**src/rtl/shift_piso_tx.sv**
```systemverilog
// Parallel-in serial-out transmitter. Accepts an N-bit word on a valid/ready
// handshake and sends it LSB first, one bit per clock. Back-to-back words
// stream without an idle gap because a new word can be loaded during the
// last bit of the current one.
module shift_piso_tx #(
  parameter int unsigned N = 4
) (
  input  logic         clk,
  input  logic         reset,
  input  logic [N-1:0] din,
  input  logic         load_valid,
  output logic         load_ready,
  output logic         s_out,
  output logic         s_valid,
  output logic         done_tick
);

  localparam int unsigned CW = (N > 1) ? $clog2(N) : 1;
  localparam logic [CW-1:0] LastCnt = CW'(N - 1);

  typedef enum logic [0:0] {
    StIdle,
    StShift
  } state_e;

  state_e         state;
  logic [N-1:0]   sr;
  logic [CW-1:0]  cnt;
  logic           last_bit;
  logic           accept;

  // Handshake and line outputs, derived only from registered state.
  always_comb begin
    last_bit   = (state == StShift) && (cnt == LastCnt);
    load_ready = (state == StIdle) || last_bit;
    accept     = load_valid && load_ready;
    s_valid    = (state == StShift);
    s_out      = (state == StShift) ? sr[0] : 1'b0;
    done_tick  = last_bit;
  end

  // FSM, shift register and bit counter; reset aborts any word in flight.
  always_ff @(posedge clk) begin
    if (reset) begin
      state <= StIdle;
      sr    <= '0;
      cnt   <= '0;
    end else begin
      unique case (state)
        StIdle: begin
          if (accept) begin
            sr    <= din;
            cnt   <= '0;
            state <= StShift;
          end
        end
        StShift: begin
          if (!last_bit) begin
            sr  <= {1'b0, sr[N-1:1]};
            cnt <= cnt + CW'(1);
          end else if (accept) begin
            // Reload on the last bit so the next word follows without a gap.
            sr  <= din;
            cnt <= '0;
          end else begin
            state <= StIdle;
            cnt   <= '0;
          end
        end
        default: begin
          state <= StIdle;
          cnt   <= '0;
        end
      endcase
    end
  end

endmodule
```
**config.mk**
```make
export PLATFORM = sky130hd
export DESIGN_NAME = shift_piso_tx
export DESIGN_NICKNAME = d
export VERILOG_FILES = /design/src/rtl/shift_piso_tx.sv
export SDC_FILE = /design/constraint.sdc
export NUM_CORES = 1
export LEC_CHECK = 0
export ABC_AREA = 1
export BUFFER_PORTS_ARGS = -buffer_cell sky130_fd_sc_hd__buf_2
export CORE_AREA = 3 3 40 42
export DETAILED_ROUTE_END_ITERATION = 8
export DIE_AREA = 0 0 43 45
export MAX_ROUTING_LAYER = met4
export PLACE_DENSITY = 0.52
export REMOVE_ABC_BUFFERS = 1
export SLEW_MARGIN = 20
export SYNTH_ARGS = -nofsm -noshare
export SYNTH_HDL_FRONTEND = slang
export SYNTH_SLANG_ARGS = --single-unit
export TNS_END_PERCENT = 10
```
**constraint.sdc**
```tcl
create_clock -name clk -period 1.3 [get_ports clk]
set_input_delay 0.26 -clock clk [delete_from_list [all_inputs] [get_ports clk]]
set_output_delay 0.26 -clock clk [all_outputs]
set_load 0.02 [all_outputs]
```
==> impl_results.md <==
* Via count at 351
* Met3 usage at 0.0478
* FF+latch count, synth at 7
* Pin slew with the least headroom to its limit at ~0.17 ns
* Startpoint types: flip-flop
* Initial core utilization at 0.270
* Finished Core Util at 0.368
* Post-synthesis cell count at between 50 and 60
* Share of layout cells above drive strength 1 at 0.275
* Area leader, netlist: dfxtp_1
* Largest net degree at the start of global routing at 9
* Status: complete, no violations
* Die width at approximately 43 um
* Max Fclk at 792 MHz
* Peak VDD IR at between 0.0004 and 0.0005 V
* CP endpoint kind: primary output
* First-pass GRT wire length at roughly 1.1 mm
* Fin cells at 84
* Most common cell after layout, fill and taps aside: nand2_1
* Share of the synthesized area in the top cell type at 0.404
* R2R setup slack at roughly 0.19 ns
* Final Max Tran Viols at 0
* Sequential area share after synthesis at 0.404
* WL/cell at roughly 8.1 um
* Initial antenna violation count at 0
* Setup violators final at 0
* Clk_skew at slightly above 0.003 ns
* CTS Buf Count at 3
* Die ar. at roughly 1900 um2
* Crit path time final at 1.26 ns
* Top Usage Layer GRT: met2
* Worst-path maximum fanout at 3
* WHS at around 0.19 ns
* Setup TNS at 0 ns
* Max-slew headroom at 0.887
* Final wirelength at 683 um
* Hold crit path type: input pin to flip-flop
* Gpl congestion at between 0.7 and 0.8
* Global-route met1 utilization at 0.0896
* CTS H-tree depth at 1
* Post-synth cell types at 11
* Number of nets in the layout at 78
* Met2 Use GR at 0.108
* Clk slew on worst S/H paths at around 0.05 ns
* Final worst slack at 0.0374 ns
* Cell area power density at approximately 1200 nW/um2
* Place WS at between 0.15 and 0.2 ns
* Setup Crit Path Kind: flip-flop to primary output
* DP Cell Count at 79
* Worst path required time at 1.04 ns
* Fin. Hold Viols at 0
* Chip height at around 45 um
* Diode count at 0
* Commonest non-fill, non-tap cells in the layout: 16 x nand2_1, 10 x nor2_1, 9 x inv_1
* Post-DP HPWL at 521 um
* DRT iter0 DRCs at 2
* CTS root buffer: clkbuf_4
* Core area at ~1300 um2
* Clk_lat worst skew at approximately 0.26 ns
* DRC violations left at 0
* Buffers on Ports at 10
* RSZ-0062 raised after global routing: true
* Worst path cell trace: ha_4 -> nand2_1 -> inv_1 -> buf_4
* Vias in the first global route at about 280
* Clock sink count at 7
* Yosys Warn Count at 0
* CP Data Arrival Time at 1.00 ns
* Max incr delay on CP at approximately 0.37 ns
* Drt pass-1 iters at 2
* CTS max path bufs at 2
* TritonCTS clock tree: yes
* DR vias/cell at 4.18
* Syn Std Cell Area at between 300 and 400 um2
* Synth-to-layout area growth at 36.5%
* Post-Syn Area per Cell at around 6.4 um2
* CP max-delay cell: dfxtp_1
* All-layer global routing usage at 0.0808
* Fin crit share at 0.971
* Core Rows at 13
* Leak pwr at 0.256 nW
* I/O pin cnt at 11
* Maxcap violations at 0
* Top cells by area, synth: dfxtp_1 40%, nand2_1 17%, inv_1 11%
* Final ANT Viol Nets at 0
* Gr ovfl total at 0
synthesized netlist by cell type:
cell type / instances
dfxtp_1: 7
o21ai_0: 2
nand3b_1: 1
nand3_1: 3
ha_1: 1
inv_1: 10
a21oi_1: 2
nor3_1: 1
nand2_4: 1
nor2_1: 10
nand2_1: 16
report_power, final:
part	leakage [nW]	switching [mW]	internal [mW]	total [mW]
logic	0.183	0.0524	0.0424	0.0948
registers	0.0586	0.0157	0.236	0.251
clock network	0.0150	0.0841	0.117	0.202
total	0.256	0.152	0.395	0.548
state kept, by name, indices dropped and copies added, names as in the netlist:
name	count
s_valid	1
cnt	2
sr	4
metal layers:
layer | routed length [um] | part of all wire
met1 | 338 | 0.49
met3 | 64 | 0.094
met2 | 266 | 0.39
met5 | 0 | 0
met4 | 14 | 0.020
final cells by class:
| cell class | instances | area [um2] |
|---|---|---|
| multi-input combinational | 37 | 181 |
| sequential | 7 | 143 |
| inverter | 10 | 37.5 |
| timing repair buffer | 11 | 66.3 |
| fill | 146 | 812 |
| clock buffer | 4 | 26.3 |
| tap | 15 | 18.8 |
cell families after synthesis:
family | after synthesis | share of synthesized area
AND/OR/NAND/NOR | 32 | 0.393
AO/OA/AOI/OAI | 4 | 0.0578
buffers and inverters | 10 | 0.108
adder cells (fa/ha/maj) | 1 | 0.0361
flip-flops | 7 | 0.404
through the flow:
step	cell area [um2]	power [mW]
floorplan	347	0.310
finish	473	0.548
detailed placement	415	0.339
CTS	462	0.553
global placement	415	0.340
global route	473	0.585
worst max-delay path: cells and delay by family, from the launching register on:
kind	cells	cell delay, ns
adders and majority gates	1	0.16
buffers and inverters	2	0.18
DFF	1	0.37
and+or+nand+nor	1	0.05
final timing paths:
check                            endpoint  cells after the start   start
worst max-delay path            done_tick                      4  cnt[1]
worst min-delay path              s_valid                      2   reset
worst max register to register      sr[1]                      8  cnt[1]
worst min register to register      sr[1]                      2   sr[1]
repair_timing:
item | CTS | global route
buffers inserted | 1 | 0
setup endpoints to repair | 2 | 3
resized for setup | 6 | 2
hold buffers | 0 | 0
No activity file was read; power rests on OpenSTA's default activity.
